==> config.mk <==
export PLATFORM = sky130hd
export DESIGN_NAME = uart_fifo_controller
export DESIGN_NICKNAME = d
export VERILOG_FILES = /design/src/rtl/uart_pkg.sv /design/src/rtl/rx_module.sv /design/src/rtl/tx_module.sv /design/src/rtl/uart_sync_fifo.sv /design/src/rtl/uart_fifo_controller.sv
export SDC_FILE = /design/constraint.sdc
export NUM_CORES = 1
export LEC_CHECK = 0
export CELL_PAD_IN_SITES_DETAIL_PLACEMENT = 1
export CELL_PAD_IN_SITES_GLOBAL_PLACEMENT = 2
export CORE_MARGIN = 2
export CORE_UTILIZATION = 48
export CTS_CLUSTER_SIZE = 28
export DETAILED_ROUTE_END_ITERATION = 10
export PLACE_DENSITY = 0.84
export SYNTH_ARGS = -nofsm -noshare
export SYNTH_HDL_FRONTEND = slang
export SYNTH_HIERARCHICAL = 1
export SYNTH_SLANG_ARGS = --single-unit
==> constraint.sdc <==
create_clock -name clk_i -period 10 [get_ports clk_i]
set_clock_uncertainty 0.2 [all_clocks]
set_input_delay 2 -clock clk_i [delete_from_list [all_inputs] [get_ports clk_i]]
set_output_delay 2 -clock clk_i [all_outputs]
set_load 0.1 [all_outputs]
==> src/rtl/uart_pkg.sv <==
// Shared constants, character-format helpers and feed-FSM encoding for uart_fifo_controller.
package uart_pkg;
   localparam int unsigned MaxUartDataW   = 8;
   localparam int unsigned StopConfWidth  = 2;
   localparam int unsigned DataConfWidth  = 2;
   localparam int unsigned TotalConfWidth = StopConfWidth + DataConfWidth + 1;
   localparam int unsigned RxEntryW       = MaxUartDataW + 2;
   localparam int unsigned FrameW         = 12;

   typedef enum logic [1:0] {
      FEED_IDLE = 2'd0,
      FEED_LOAD = 2'd1,
      FEED_WAIT = 2'd2
   } feed_state_e;

   // conf = {data, stop, parity_en}: data field selects 5..8 bits, non-zero stop field means 2 stop bits
   function automatic logic [3:0] conf_data_bits(input logic [TotalConfWidth-1:0] conf);
      return 4'd5 + {2'b00, conf[TotalConfWidth-1 -: DataConfWidth]};
   endfunction

   function automatic logic conf_two_stop(input logic [TotalConfWidth-1:0] conf);
      return conf[StopConfWidth:1] != 2'b00;
   endfunction

   function automatic logic conf_parity(input logic [TotalConfWidth-1:0] conf);
      return conf[0];
   endfunction

   function automatic logic even_parity(input logic [MaxUartDataW-1:0] d);
      return ^d;
   endfunction

   function automatic logic [MaxUartDataW-1:0] mask_data(input logic [MaxUartDataW-1:0] d,
                                                         input logic [3:0] n);
      logic [MaxUartDataW-1:0] m;
      for (int i = 0; i < MaxUartDataW; i++) m[i] = (4'(i) < n) ? d[i] : 1'b0;
      return m;
   endfunction
endpackage

==> src/rtl/rx_module.sv <==
// UART receive framing engine: mid-bit sampling at 16x, reports data plus parity and stop errors.
module rx_module
   import uart_pkg::*;
#(
   parameter int unsigned SMP_W = 4
) (
   input  logic                      clk_i,
   input  logic                      rst_i,
   input  logic                      baud_en_i,
   input  logic                      en_i,
   input  logic [TotalConfWidth-1:0] conf_i,
   input  logic                      rx_i,
   output logic [MaxUartDataW-1:0]   data_o,
   output logic                      parity_err_o,
   output logic                      stop_err_o,
   output logic                      done_o
);
   localparam logic [SMP_W-1:0] MidSmp = {1'b0, {(SMP_W-1){1'b1}}};

   logic                    act_q, act_d, perr_q, perr_d, serr_q, serr_d, done_q, done_d;
   logic [SMP_W-1:0]        smp_q, smp_d;
   logic [3:0]              idx_q, idx_d, nd_s, par_s, nsamp_s;
   logic [15:0]             bits_q, bits_d, nb_s;
   logic [MaxUartDataW-1:0] data_q, data_d;

   assign data_o       = data_q;
   assign parity_err_o = perr_q;
   assign stop_err_o   = serr_q;
   assign done_o       = done_q;

   // Sample 0 checks the start bit is still low; the final sample is the last stop bit
   always_comb begin
      nd_s    = conf_data_bits(conf_i);
      par_s   = {3'b000, conf_parity(conf_i)};
      nsamp_s = nd_s + par_s + (conf_two_stop(conf_i) ? 4'd2 : 4'd1);
      nb_s    = bits_q;
      nb_s[idx_q - 4'd1] = rx_i;
      act_d   = act_q;
      smp_d   = smp_q;
      idx_d   = idx_q;
      bits_d  = bits_q;
      data_d  = data_q;
      perr_d  = perr_q;
      serr_d  = serr_q;
      done_d  = 1'b0;
      if (!act_q) begin
         if (en_i && !rx_i) begin
            act_d = 1'b1;
            smp_d = '0;
            idx_d = 4'd0;
         end else begin
            act_d = 1'b0;
         end
      end else if (baud_en_i) begin
         smp_d = smp_q + SMP_W'(1);
         if (smp_q == MidSmp) begin
            if (idx_q == 4'd0) begin
               act_d = !rx_i;
               idx_d = 4'd1;
            end else if (idx_q == nsamp_s) begin
               act_d  = 1'b0;
               done_d = 1'b1;
               data_d = mask_data(nb_s[MaxUartDataW-1:0], nd_s);
               perr_d = conf_parity(conf_i) & (even_parity(data_d) ^ nb_s[nd_s]);
               serr_d = ~nb_s[nd_s + par_s] | (conf_two_stop(conf_i) & ~nb_s[nd_s + par_s + 4'd1]);
            end else begin
               bits_d = nb_s;
               idx_d  = idx_q + 4'd1;
            end
         end else begin
            idx_d = idx_q;
         end
      end else begin
         smp_d = smp_q;
      end
   end

   always_ff @(posedge clk_i) begin
      if (rst_i) begin
         act_q  <= 1'b0;
         smp_q  <= '0;
         idx_q  <= 4'd0;
         bits_q <= '0;
         data_q <= '0;
         perr_q <= 1'b0;
         serr_q <= 1'b0;
         done_q <= 1'b0;
      end else begin
         act_q  <= act_d;
         smp_q  <= smp_d;
         idx_q  <= idx_d;
         bits_q <= bits_d;
         data_q <= data_d;
         perr_q <= perr_d;
         serr_q <= serr_d;
         done_q <= done_d;
      end
   end
endmodule

==> src/rtl/tx_module.sv <==
// UART transmit framing engine: start, 5-8 data bits LSB first, optional even parity, 1-2 stop bits.
module tx_module
   import uart_pkg::*;
#(
   parameter int unsigned SMP_W = 4
) (
   input  logic                      clk_i,
   input  logic                      rst_i,
   input  logic                      baud_en_i,
   input  logic [TotalConfWidth-1:0] conf_i,
   input  logic [MaxUartDataW-1:0]   data_i,
   input  logic                      start_i,
   output logic                      tx_o,
   output logic                      done_o
);
   logic              busy_q, busy_d, tx_q, tx_d, done_q, done_d;
   logic [FrameW-1:0] frame_q, frame_d, frame_s;
   logic [3:0]        bits_q, bits_d, nd_s, nbits_s;
   logic [SMP_W-1:0]  smp_q, smp_d;

   assign tx_o   = tx_q;
   assign done_o = done_q;

   // Frame image shifted out LSB first; unused upper positions stay 1 and act as stop bits
   always_comb begin
      nd_s    = conf_data_bits(conf_i);
      nbits_s = 4'd1 + nd_s + {3'b000, conf_parity(conf_i)} + (conf_two_stop(conf_i) ? 4'd2 : 4'd1);
      frame_s = '1;
      frame_s[0] = 1'b0;
      for (int i = 0; i < MaxUartDataW; i++) frame_s[i+1] = (4'(i) < nd_s) ? data_i[i] : 1'b1;
      frame_s[nd_s + 4'd1] = conf_parity(conf_i) ? even_parity(mask_data(data_i, nd_s)) : 1'b1;
   end

   always_comb begin
      busy_d  = busy_q;
      frame_d = frame_q;
      bits_d  = bits_q;
      smp_d   = smp_q;
      done_d  = 1'b0;
      if (!busy_q) begin
         if (start_i) begin
            busy_d  = 1'b1;
            frame_d = frame_s;
            bits_d  = nbits_s;
            smp_d   = '0;
         end else begin
            busy_d = 1'b0;
         end
      end else if (baud_en_i) begin
         if (smp_q == '1) begin
            smp_d   = '0;
            frame_d = {1'b1, frame_q[FrameW-1:1]};
            bits_d  = bits_q - 4'd1;
            busy_d  = (bits_q != 4'd1);
            done_d  = (bits_q == 4'd1);
         end else begin
            smp_d = smp_q + SMP_W'(1);
         end
      end else begin
         smp_d = smp_q;
      end
      tx_d = busy_d ? frame_d[0] : 1'b1;
   end

   always_ff @(posedge clk_i) begin
      if (rst_i) begin
         busy_q  <= 1'b0;
         frame_q <= '1;
         bits_q  <= 4'd0;
         smp_q   <= '0;
         tx_q    <= 1'b1;
         done_q  <= 1'b0;
      end else begin
         busy_q  <= busy_d;
         frame_q <= frame_d;
         bits_q  <= bits_d;
         smp_q   <= smp_d;
         tx_q    <= tx_d;
         done_q  <= done_d;
      end
   end
endmodule

==> src/rtl/uart_sync_fifo.sv <==
// First-word-fall-through synchronous FIFO with registered occupancy level.
module uart_sync_fifo #(
   parameter int unsigned WIDTH = 8,
   parameter int unsigned DEPTH = 16
) (
   input  logic                       clk_i,
   input  logic                       rst_i,
   input  logic                       push_i,
   input  logic                       pop_i,
   input  logic [WIDTH-1:0]           wdata_i,
   output logic [WIDTH-1:0]           rdata_o,
   output logic                       full_o,
   output logic                       empty_o,
   output logic [$clog2(DEPTH+1)-1:0] level_o
);
   localparam int unsigned PtrW = $clog2(DEPTH);
   localparam int unsigned LvlW = $clog2(DEPTH+1);

   logic [WIDTH-1:0] mem_q [DEPTH];
   logic [PtrW-1:0]  wptr_q, wptr_d, rptr_q, rptr_d;
   logic [LvlW-1:0]  level_q, level_d;
   logic             push_ok_s, pop_ok_s;

   assign full_o  = (level_q == LvlW'(DEPTH));
   assign empty_o = (level_q == '0);
   assign rdata_o = mem_q[rptr_q];
   assign level_o = level_q;

   // A push into a full FIFO only lands when a pop frees the slot in the same cycle
   always_comb begin
      pop_ok_s  = pop_i && !empty_o;
      push_ok_s = push_i && (!full_o || pop_ok_s);
      wptr_d    = push_ok_s ? wptr_q + PtrW'(1) : wptr_q;
      rptr_d    = pop_ok_s ? rptr_q + PtrW'(1) : rptr_q;
      level_d   = level_q + LvlW'(push_ok_s) - LvlW'(pop_ok_s);
   end

   always_ff @(posedge clk_i) begin
      if (rst_i) begin
         wptr_q  <= '0;
         rptr_q  <= '0;
         level_q <= '0;
      end else begin
         wptr_q  <= wptr_d;
         rptr_q  <= rptr_d;
         level_q <= level_d;
      end
   end

   always_ff @(posedge clk_i) begin
      if (push_ok_s) mem_q[wptr_q] <= wdata_i;
   end
endmodule

==> src/rtl/uart_fifo_controller.sv <==
// Buffered UART: programmable 16x baud tick, rx synchroniser, Tx/Rx FWFT FIFOs around the framing engines.
module uart_fifo_controller
   import uart_pkg::*;
#(
   parameter int unsigned MAX_UART_DATA_W    = 8,
   parameter int unsigned STOP_CONF_WIDTH    = 2,
   parameter int unsigned DATA_CONF_WIDTH    = 2,
   parameter int unsigned SAMPLE_COUNT_WIDTH = 4,
   parameter int unsigned BAUD_DIV_W         = 16,
   parameter int unsigned TX_FIFO_DEPTH      = 16,
   parameter int unsigned RX_FIFO_DEPTH      = 16,
   parameter int unsigned SYNC_STAGES        = 3
) (
   input  logic                                     clk_i,
   input  logic                                     rst_ni,
   input  logic [BAUD_DIV_W-1:0]                    baud_div_i,
   input  logic                                     tx_en_i,
   input  logic [STOP_CONF_WIDTH+DATA_CONF_WIDTH:0] tx_conf_i,
   input  logic [MAX_UART_DATA_W-1:0]               tx_data_i,
   input  logic                                     tx_valid_i,
   output logic                                     tx_ready_o,
   output logic [$clog2(TX_FIFO_DEPTH+1)-1:0]       tx_level_o,
   output logic                                     tx_busy_o,
   output logic                                     uart_tx_o,
   input  logic                                     rx_en_i,
   input  logic [STOP_CONF_WIDTH+DATA_CONF_WIDTH:0] rx_conf_i,
   input  logic                                     uart_rx_i,
   output logic [MAX_UART_DATA_W-1:0]               rx_data_o,
   output logic                                     rx_parity_err_o,
   output logic                                     rx_stop_err_o,
   output logic                                     rx_valid_o,
   input  logic                                     rx_ready_i,
   output logic [$clog2(RX_FIFO_DEPTH+1)-1:0]       rx_level_o,
   output logic                                     rx_overflow_o,
   input  logic                                     rx_ovf_clr_i
);
   logic                       rst_s, baud_en_q, baud_en_d, ovf_q, ovf_d;
   logic [BAUD_DIV_W-1:0]      cnt_q, cnt_d;
   logic [SYNC_STAGES-1:0]     sync_q;
   feed_state_e                feed_q, feed_d;
   logic [MAX_UART_DATA_W-1:0] hold_q, hold_d, tx_head_s, rx_data_s;
   logic                       start_q, start_d, tx_done_s, tx_full_s, tx_empty_s;
   logic                       rx_done_s, rx_perr_s, rx_serr_s, rx_full_s, rx_empty_s, rx_pop_s;
   logic [RxEntryW-1:0]        rx_head_s;

   assign rst_s           = ~rst_ni;
   assign tx_ready_o      = ~tx_full_s;
   assign tx_busy_o       = ~tx_empty_s | (feed_q != FEED_IDLE);
   assign rx_valid_o      = ~rx_empty_s;
   assign rx_pop_s        = rx_valid_o & rx_ready_i;
   assign rx_data_o       = rx_valid_o ? rx_head_s[MAX_UART_DATA_W-1:0] : '0;
   assign rx_parity_err_o = rx_valid_o & rx_head_s[MAX_UART_DATA_W];
   assign rx_stop_err_o   = rx_valid_o & rx_head_s[MAX_UART_DATA_W+1];
   assign rx_overflow_o   = ovf_q;

   // >= compare lets a divisor shrunk below the running count tick at once instead of wrapping
   always_comb begin
      if (cnt_q >= baud_div_i) begin
         cnt_d     = '0;
         baud_en_d = 1'b1;
      end else begin
         cnt_d     = cnt_q + BAUD_DIV_W'(1);
         baud_en_d = 1'b0;
      end
      if (rx_done_s && rx_full_s && !rx_pop_s) ovf_d = 1'b1;
      else if (rx_ovf_clr_i)                   ovf_d = 1'b0;
      else                                     ovf_d = ovf_q;
   end

   always_comb begin
      feed_d  = feed_q;
      hold_d  = hold_q;
      start_d = 1'b0;
      case (feed_q)
         FEED_IDLE: begin
            if (tx_en_i && !tx_empty_s) begin
               feed_d  = FEED_LOAD;
               hold_d  = tx_head_s;
               start_d = 1'b1;
            end else begin
               feed_d = FEED_IDLE;
            end
         end
         FEED_LOAD: feed_d = FEED_WAIT;
         FEED_WAIT: begin
            if (tx_done_s) feed_d = FEED_IDLE;
            else           feed_d = FEED_WAIT;
         end
         default: feed_d = FEED_IDLE;
      endcase
   end

   always_ff @(posedge clk_i) begin
      if (!rst_ni) begin
         cnt_q     <= '0;
         baud_en_q <= 1'b0;
         sync_q    <= '1;
         ovf_q     <= 1'b0;
         feed_q    <= FEED_IDLE;
         hold_q    <= '0;
         start_q   <= 1'b0;
      end else begin
         cnt_q     <= cnt_d;
         baud_en_q <= baud_en_d;
         sync_q    <= {sync_q[SYNC_STAGES-2:0], uart_rx_i};
         ovf_q     <= ovf_d;
         feed_q    <= feed_d;
         hold_q    <= hold_d;
         start_q   <= start_d;
      end
   end

   uart_sync_fifo #(.WIDTH(MAX_UART_DATA_W), .DEPTH(TX_FIFO_DEPTH)) u_tx_fifo (
      .clk_i(clk_i), .rst_i(rst_s), .push_i(tx_valid_i & ~tx_full_s), .pop_i(feed_q == FEED_LOAD),
      .wdata_i(tx_data_i), .rdata_o(tx_head_s), .full_o(tx_full_s), .empty_o(tx_empty_s),
      .level_o(tx_level_o)
   );

   uart_sync_fifo #(.WIDTH(MAX_UART_DATA_W+2), .DEPTH(RX_FIFO_DEPTH)) u_rx_fifo (
      .clk_i(clk_i), .rst_i(rst_s), .push_i(rx_done_s), .pop_i(rx_pop_s),
      .wdata_i({rx_serr_s, rx_perr_s, rx_data_s}), .rdata_o(rx_head_s), .full_o(rx_full_s),
      .empty_o(rx_empty_s), .level_o(rx_level_o)
   );

   tx_module #(.SMP_W(SAMPLE_COUNT_WIDTH)) u_tx (
      .clk_i(clk_i), .rst_i(rst_s), .baud_en_i(baud_en_q), .conf_i(tx_conf_i), .data_i(hold_q),
      .start_i(start_q), .tx_o(uart_tx_o), .done_o(tx_done_s)
   );

   rx_module #(.SMP_W(SAMPLE_COUNT_WIDTH)) u_rx (
      .clk_i(clk_i), .rst_i(rst_s), .baud_en_i(baud_en_q), .en_i(rx_en_i), .conf_i(rx_conf_i),
      .rx_i(sync_q[SYNC_STAGES-1]), .data_o(rx_data_s), .parity_err_o(rx_perr_s),
      .stop_err_o(rx_serr_s), .done_o(rx_done_s)
   );
endmodule

Word-level counts from Yosys, hierarchy flattened. Memories as Yosys holds them, arrays and structs flattened. A register that Yosys moved wholly into a read port is not among the register bits. Cells that the tools add are included.

Add/subtract/negate cells: 22. Order comparisons: 24. Equal/unequal tests: 14. Mux-type cells: 84. Bitwise logic cells: 20. Reductions and logical operators: 43.

Operators with widths (number): 4-bit two-way mux (18); 1-bit two-way mux (50); 12-bit two-way mux (4); 4-bit by 1-bit adder with 4-bit output (second input constant) (8); 3-bit by 4-bit < comparator with 1-bit output (first input constant) (8); 4-bit by 5-bit < comparator with 1-bit output (second input constant) (5); 16-bit by 1-bit adder with 16-bit output (second input constant) (1); 16-bit bitwise mux (1); 16-bit greater-or-equal comparator (1); 1-bit by 4-bit < comparator with 1-bit output (first input constant) (4); 2-bit by 4-bit < comparator with 1-bit output (first input constant) (4); 8-bit XOR reduction (2); 1-bit binary-select mux with 4-bit select (3); 12-bit bitwise mux (1); 2-bit nonzero test (6); 1-bit inverter (11); 5-bit by 1-bit adder with 5-bit output (2); 5-bit equality test (second input constant) (2); 1-bit logical AND (10); 5-bit logical NOT (2); 2-bit AND reduction (5); 5-bit AND reduction (2); 5-bit by 1-bit subtractor with 5-bit output (2); 3-bit by 2-bit adder with 4-bit output (first input constant) (2); other kinds (29) (53).

Bits in registers: 109. Memory bits (writable): 288. Bits of input ports: 42. Output and inout bits: 25. Word-level logic and storage cells: 236. Memories: 2.

Memories: u_rx_fifo.mem_q (words 16, bits a word 10, rd ports 1, clocked after Yosys merged registers in 1, wr ports 1, line uart_sync_fifo.sv:19) `logic [WIDTH-1:0] mem_q [DEPTH];`; u_tx_fifo.mem_q (words 16, bits a word 8, rd ports 1, clocked after Yosys merged registers in 1, wr ports 1, line uart_sync_fifo.sv:19).

Depth between registers and ports, before layout. Gate-level depths: netlist (run 1).

Depth in word-level cells: 11. Depth in mapped cells: 16. Depth with buffers taken out: 15.

Hierarchy. Netlist (run 1), hierarchy kept.

By module, submodules not included: uart_sync_fifo (u_rx_fifo) (instances 1, cells an instance 357, area an instance 6986.7 um^2, seq. area each 5144.9 um^2); uart_sync_fifo (u_tx_fifo) (instances 1, cells an instance 311, area an instance 5829.3 um^2, seq. area each 4184.0 um^2); rx_module (instances 1, cells an instance 330, area an instance 2681.3 um^2, seq. area each 720.7 um^2); uart_fifo_controller (instances 1, cells an instance 207, area an instance 1828.0 um^2, seq. area each 640.6 um^2); tx_module (instances 1, cells an instance 178, area an instance 1475.2 um^2, seq. area each 460.4 um^2).

Worst setup path before layout (run 1). Ideal clock, no wire load.

Kind: flip-flop to output port. Start: register u_rx_fifo.level_q[2] (netlist: u_rx_fifo/level_o[2]). End: output port rx_data_o[0]. Arrival: 3.179 ns. Data required time: 7.800 ns. Slack: 4.621 ns. Cell stages (with the launch flop): 7. Path buffers: 1. Cell sequence: dfxtp_1 > inv_1 > ha_1 > or4b_1 > inv_1 > clkbuf_1 > nor2b_1.

Longest elaborated chain between the ends: 2.

Ends and longest elaborated chain: start: declaration (line uart_sync_fifo.sv:21) `logic [LvlW-1:0] level_q, level_d;`; start signal: assignment (line uart_sync_fifo.sv:46) `level_q <= level_d;`; 5-bit logical NOT (line uart_sync_fifo.sv:25) `assign empty_o = (level_q == '0);`; named net rx_empty_s (line uart_fifo_controller.sv:43) `logic rx_done_s, rx_perr_s, rx_serr_s, rx_full_s, rx_empty_s, rx_pop_s;`; 8-bit two-way mux (line uart_fifo_controller.sv:51) `assign rx_data_o = rx_valid_o ? rx_head_s[MAX_UART_DATA_W-1:0] : '0;`; end: declaration (line uart_fifo_controller.sv:28) `output logic [MAX_UART_DATA_W-1:0] rx_data_o,`.

The timed path passes the listed nets, and every way through them passes these cells.

==> summary.log, run 1 <==
[run_status] run status finished, final reports clean
[placed_design] Final Wtd Congestion 0.785
[cells_and_area] most common library cell in the layout ignoring fill and taps edfxtp_1
[floorplan] Die Wd 202 um
[cts] CTS H-tree depth 2
[global_route] Remaining Overflow, GRT 0
[power] total power divided by cell area 211 nW/um2
[timing] number of pins exceeding their max-slew limit in the final report 0
[setup_path] endpoint type of the worst setup path output pin
[placed_design] setup slack at placement 3.89 ns
[setup_path] launching element type of the critical path flop
[cts] cts-stage hold buffer count 0
[route] antenna-violating nets left 0
[route] DR iter-0 viols 587
[timing] final critical-path share of the clock period 0.589
[flow_run] MaxCap Viol Count 0
[synth] number of standard cells after synthesis 1383
[setup_path] R2R Setup Slk 5.40 ns
[cts] Post-CTS Setup Repair Bufs 0
[floorplan] Rows 72
[timing] Worst-Margin Slew 1.13 ns
[timing] number of hold-slack violations in the final timing report 0
[cts] maximum root-to-sink buffer count 3
[cells_and_area] footprint of the flip-flops and latches 11200 um2
[synth] net count of the mapped netlist 1496
[cells_and_area] layout net count 1556
[setup_path] length in cells of the worst reg-to-reg path 14
[global_route] wire length of the first global-routing pass 68300 um
[min_path] worst min-delay path category reg -> reg
[placed_design] detailed placement HPWL 28600 um
[timing] summed negative setup slack over all endpoints 0 ns
[route] total via count after detailed routing 11.5k
[synth] asr flop ratio synth 0
[cells_and_area] ratio of cells with drive above 1 in the final layout 0.110
[floorplan] Initial Util 0.486
[cells_and_area] number of diodes added for antenna fixing 0
[setup_path] Critical R2R Launch u_rx_fifo/level_o[2]$_SDFF_PP0_
[cts] CTS tree yes
[floorplan] die outline area 40800 um2
[setup_path] crit path capture rx_data_o[4]
[route] length of the first detailed-routing pass in iterations 5
[global_route] total track usage 0.214
[timing] shortest clock period the worst path allows after layout 5.89 ns
[cells_and_area] layout overhead on the synthesized area 12.6%
[route] # DRC 0
[synth] Ys Warns 6
[timing] max frequency 0.170 GHz
[cells_and_area] Filler cells 3760
[cts] clk_lat worst skew 0.57 ns
[timing] setup violators final 0
[placed_design] count of placed standard cells including taps 1915
[cells_and_area] commonest cells after routing, fill and taps aside edfxtp_1, dfxtp_1, nor2_1, nand2_1, clkdlybuf4s50_1
[timing] minimum hold slack 0.188 ns
[global_route] pin count of the biggest net entering global routing 66
[setup_path] critical-path maximum fanout 40
[cells_and_area] share of the core filled with cells in the final layout 0.548
[global_route] via count of the first global-routing pass 12.2k
[cells_and_area] multi-input combinational cell area 7050 um2
[cts] number of sinks on the clock net 413
[route] via count normalized by instance count 5.76
[power] Worst VDD drop 0.240 mV
[synth] ys flop type edfxtp_1
[cells_and_area] Final Non-Filler Cells 1994
[timing] Slew HR 0.246
[setup_path] crit path kind reg -> out
[synth] mean instance size in the synthesized netlist 13.6 um2
[route] final routed wirelength across all metal layers 42400 um
[synth] proportion of synthesized chip area in sequential cells 0.593
[synth] Synth Register Bits 413
[timing] setup repair after global routing missed its margin false
[timing] final worst slack 4.11 ns
[floorplan] Vert. Die Dim 202 um
[power] Leakage Power 7.78 nW
[setup_path] CP Data Required Time 7.80 ns
[setup_path] worst endpoint data arrival time 3.69 ns
[global_route] antenna violations before repair 0
[placed_design] total of buffers placed on input and output ports 66
[cts] post-cts resize count 0
[synth] distinct cell type count of the synthesized netlist 94
[synth] cell area after technology mapping 18800 um2
[setup_path] worst reg2reg endpoint u_rx_fifo/level_o[4]$_SDFF_PP0_
[route] WL/cell 21.2 um
[cts] cell chosen for the clock root clkbuf_16
[cts] clock slew at reported path FFs 0.06 ns
[cts] CTS buffer count 44
[floorplan] number of top-level design ports 67
[synth] Post-synth EDFFs 288
[floorplan] core area 38600 um2
## Yosys cell counts, types with 14 or more instances
cell type / instances / area (um2)
edfxtp_1: 288 / 8650
dfxtp_1: 125 / 2500
nor2_1: 117 / 439
nand2_1: 102 / 383
inv_1: 66 / 248
ha_1: 65 / 813
mux4_2: 48 / 1080
a21oi_1: 45 / 225
a22oi_1: 37 / 278
nand3_1: 35 / 175
a211oi_1: 32 / 240
nor3_1: 30 / 150
clkbuf_1: 28 / 105
mux4_1: 27 / 709
nor2b_1: 26 / 163
xnor2_1: 23 / 201
o21ai_0: 21 / 105
xor2_1: 21 / 184
mux2i_1: 14 / 140
## flip-flops by register name, indices dropped and copies added (netlist names), 3 cells and up, named ones only
signal	count
u_rx/bits_q	16
sync_q	3
u_tx_fifo/rptr_q	4
u_tx/bits_q	4
u_tx/frame_q	12
u_rx_fifo/level_o	5
u_tx/smp_q	4
u_tx_fifo/wptr_q	4
u_rx_fifo/mem_q	160
u_rx_fifo/rptr_q	4
cnt_q	16
hold_q	8
u_tx_fifo/level_o	5
u_rx/smp_q	4
u_rx/idx_q	4
u_rx/data_o	8
u_tx_fifo/mem_q	128
u_rx_fifo/wptr_q	4
## logic make-up (layout without fill, tap and decap cells)
group,Yosys count,after routing,share of synthesized area
simple gates,418,418,0.116
flops,413,413,0.593
compound gates,211,211,0.0798
buf+inv,131,224,0.0327
mux,91,91,0.104
fa+ha+maj,71,71,0.0496
xor+xnor,48,48,0.0250
## worst min-delay path by stage
stage | cells past startpoint | startpoint | end
after CTS | 1 | sync_q[0]$_SDFF_PN1_ | sync_q[1]$_SDFF_PN1_
final | 1 | sync_q[0]$_SDFF_PN1_ | sync_q[1]$_SDFF_PN1_
after detailed placement | 1 | sync_q[0]$_SDFF_PN1_ | sync_q[1]$_SDFF_PN1_
after global placement | 1 | sync_q[1]$_SDFF_PN1_ | sync_q[2]$_SDFF_PN1_
after global routing | 1 | sync_q[1]$_SDFF_PN1_ | sync_q[2]$_SDFF_PN1_
after floorplan | 1 | sync_q[0]$_SDFF_PN1_ | sync_q[1]$_SDFF_PN1_
## worst max-delay path, stage by stage (launching register included)
cell and delay [ns]:
dfxtp_2 0.32, buf_4 0.60, mux4_1 0.65, a22oi_1 0.28
nand2_1 0.12, nor2b_1 0.15, clkdlybuf4s50_1 0.99
## power by group
group / switching, mW / internal [mW]
clock: 0.654 / 0.858
combinational: 0.622 / 0.360
sequential: 0.0837 / 1.90
total: 1.36 / 3.12
## layer usage
| metal | up-vias | global-route usage | routed length, um |
|---|---|---|---|
| li1 | 5351 | - | - |
| met1 | 5858 | 0.274 | 18200 |
| met2 | 205 | 0.371 | 21400 |
| met3 | 74 | 0.0374 | 1720 |
| met4 | 0 | 0.0646 | 1040 |
| met5 | - | 0 | 0 |
## stage by stage
| step | cell area, um2 | power [mW] |
|---|---|---|
| finish | 21200 | 4.48 |
| global route | 21200 | 4.67 |
| detailed placement | 19900 | 3.00 |
| CTS | 21200 | 4.53 |
| global placement | 19900 | 2.98 |
| floorplan | 18800 | 2.77 |
## cell type report
type / count / area share
Sequential cell: 413 / 0.527
Multi-Input combinational cell: 839 / 0.333
Clock buffer: 53 / 0.0536
Timing Repair Buffer: 79 / 0.0358
Tap cell: 518 / 0.0306
Inverter: 66 / 0.0118
Clock inverter: 26 / 0.00851
Power figures use the tool's default switching activity.
==> run 2: changes to the inputs <==
Settings changed: CORE_UTILIZATION 48 to 40, PLACE_DENSITY 0.84 to 0.74.
Clock period 10 ns to 4.98 ns, I/O delays scaled along.
==> run 2 against run 1 <==
  * Worst hold slack improved by 0.022 ns
  * Die area rose by 20%
  * Global-route usage fell by 3.1 points
  * Critical endpoint is now u_rx/idx_q[1]$_SDFFE_PP0P_
  * Largest power group unchanged
==> summary.log, run 2 (same netlist as run 1, synthesis figures left out) <==
[timing] summed negative setup slack over all endpoints 0 ns
[cts] maximum root-to-sink buffer count 3
[placed_design] total of buffers placed on input and output ports 66
[route] antenna-violating nets left 0
[cts] CTS tree yes
[cells_and_area] share of the core filled with cells in the final layout 0.463
[floorplan] Vert. Die Dim 221 um
[route] DR iter-0 viols 580
[cts] cell chosen for the clock root clkbuf_16
[route] final routed wirelength across all metal layers 43000 um
[power] Worst VDD drop 0.563 mV
[placed_design] count of placed standard cells including taps 2015
[power] total power 9.20 mW
[placed_design] detailed placement HPWL 29400 um
[setup_path] slowest cell on the critical path fa_1
[setup_path] crit path kind in -> reg
[global_route] Remaining Overflow, GRT 0
[global_route] pin count of the biggest net entering global routing 56
[route] WL/cell 20.5 um
[floorplan] Initial Util 0.405
[floorplan] die outline area 48800 um2
[timing] minimum hold slack 0.210 ns
[cells_and_area] layout net count 1567
[timing] number of pins exceeding their max-slew limit in the final report 0
[cells_and_area] final cell area excluding filler cells 21500 um2
[cells_and_area] biggest regs u_rx_fifo/mem_q (160), u_tx_fifo/mem_q (128)
[cells_and_area] multi-input combinational cell area 7050 um2
[cells_and_area] Final Non-Filler Cells 2096
[cts] Post-CTS Setup Repair Bufs 0
[timing] final critical-path share of the clock period 0.877
[setup_path] endpoint type of the worst setup path flop
[floorplan] Die Wd 221 um
[floorplan] Rows 79
[cells_and_area] most common library cell in the layout ignoring fill and taps edfxtp_1
[power] total power divided by cell area 428 nW/um2
[cells_and_area] layout overhead on the synthesized area 14.3%
[global_route] via count of the first global-routing pass 12.0k
[run_status] run status finished, final reports clean
[cts] CTS H-tree depth 2
[global_route] wire length of the first global-routing pass 68600 um
[cells_and_area] number of diodes added for antenna fixing 0
[timing] setup violators final 0
[cts] post-cts resize count 0
[cts] CTS buffer count 44
[timing] number of hold-slack violations in the final timing report 0
[power] Leakage Power 7.86 nW
[setup_path] launching element type of the critical path input port
[setup_path] R2R Setup Slk 0.78 ns
[setup_path] crit-path cells clkdlybuf4s50_1 > inv_1 > ha_1 > inv_1 > fa_1 > inv_1 > ha_1 > a211oi_1 > xnor2_1 > nor3_1 > buf_4 > or3_1 > a21oi_1 > mux2_2 > nor2_1
[placed_design] setup slack at placement 0.0170 ns
[timing] shortest clock period the worst path allows after layout 4.37 ns
[cells_and_area] ratio of cells with drive above 1 in the final layout 0.126
[cells_and_area] Filler cells 4723
[route] total via count after detailed routing 11.3k
[timing] Slew HR 0.209
[placed_design] cell area after placement 20000 um2
[placed_design] Final Wtd Congestion 0.793
[min_path] worst min-delay path category reg -> reg
[flow_run] MaxCap Viol Count 0
[cells_and_area] footprint of the flip-flops and latches 11200 um2
[timing] setup repair after global routing missed its margin false
[setup_path] delay of the slowest critical-path stage 0.55 ns
[floorplan] core area 46500 um2
[setup_path] cell type with the highest occurrence count on the critical path inv_1
[min_path] hold-critical path depth 1
[setup_path] critical-path maximum fanout 5
[setup_path] CP Data Required Time 5.28 ns
[global_route] total track usage 0.182
[route] # DRC 0
[timing] final worst slack 0.611 ns
[setup_path] worst endpoint data arrival time 4.67 ns
[cells_and_area] commonest cells after routing, fill and taps aside edfxtp_1, dfxtp_1, nor2_1, nand2_1
[timing] Worst-Margin Slew 1.18 ns
[global_route] antenna violations before repair 0
[setup_path] length in cells of the worst reg-to-reg path 15
[cts] cts-stage hold buffer count 0
[cts] clock slew at reported path FFs 0.05 ns
[cts] clk_lat worst skew 0.59 ns
[cts] number of sinks on the clock net 413
[route] via count normalized by instance count 5.37
[cells_and_area] flip-flop count of the largest register, all copies and words added 160
[cells_and_area] register with the most flip-flops u_rx_fifo/mem_q
[route] length of the first detailed-routing pass in iterations 7
[floorplan] number of top-level design ports 67
[timing] max frequency 0.229 GHz
## run 2: area by class of cell
| cell class | count | area share |
|---|---|---|
| inverters | 66 | 0.0116 |
| clock buffers | 58 | 0.0541 |
| clock inverters | 23 | 0.0136 |
| repair buffers | 90 | 0.0385 |
| flip-flops and latches | 413 | 0.519 |
| multi-input cells | 839 | 0.328 |
| well taps | 607 | 0.0353 |
## run 2: final timing paths
path	from	endpoint
setup reg to reg	u_rx_fifo/level_o[3]$_SDFF_PP0_	u_rx_fifo/level_o[4]$_SDFF_PP0_
hold / removal	sync_q[0]$_SDFF_PN1_	sync_q[1]$_SDFF_PN1_
hold reg to reg	sync_q[0]$_SDFF_PN1_	sync_q[1]$_SDFF_PN1_
setup / recovery	rx_conf_i[3]	u_rx/idx_q[1]$_SDFFE_PP0P_
## run 2: report_power, final
group / leakage [nW] / switching (mW) / total (mW) / internal (mW)
combinational: 3.21 / 1.19 / 1.93 / 0.738
clock: 0.703 / 1.35 / 3.28 / 1.93
sequential: 3.94 / 0.183 / 4.00 / 3.81
total: 7.86 / 2.73 / 9.20 / 6.48
## run 2: routing by layer
metal | routed length, um | global-route usage
met4 | 724 | 0.0456
met3 | 1280 | 0.0265
met2 | 21300 | 0.311
met1 | 19700 | 0.245
met5 | 0 | 0
## run 2: worst max-delay path, delay by kind of cell
kind	cells	cell delay (ns)
multiplexers	1	0.38
AND/OR/NAND/NOR	3	0.53
AO/OA/AOI/OAI	2	0.59
XOR/XNOR	1	0.21
adder cells (fa/ha/maj)	3	1.02
buffers and inverters	5	0.93
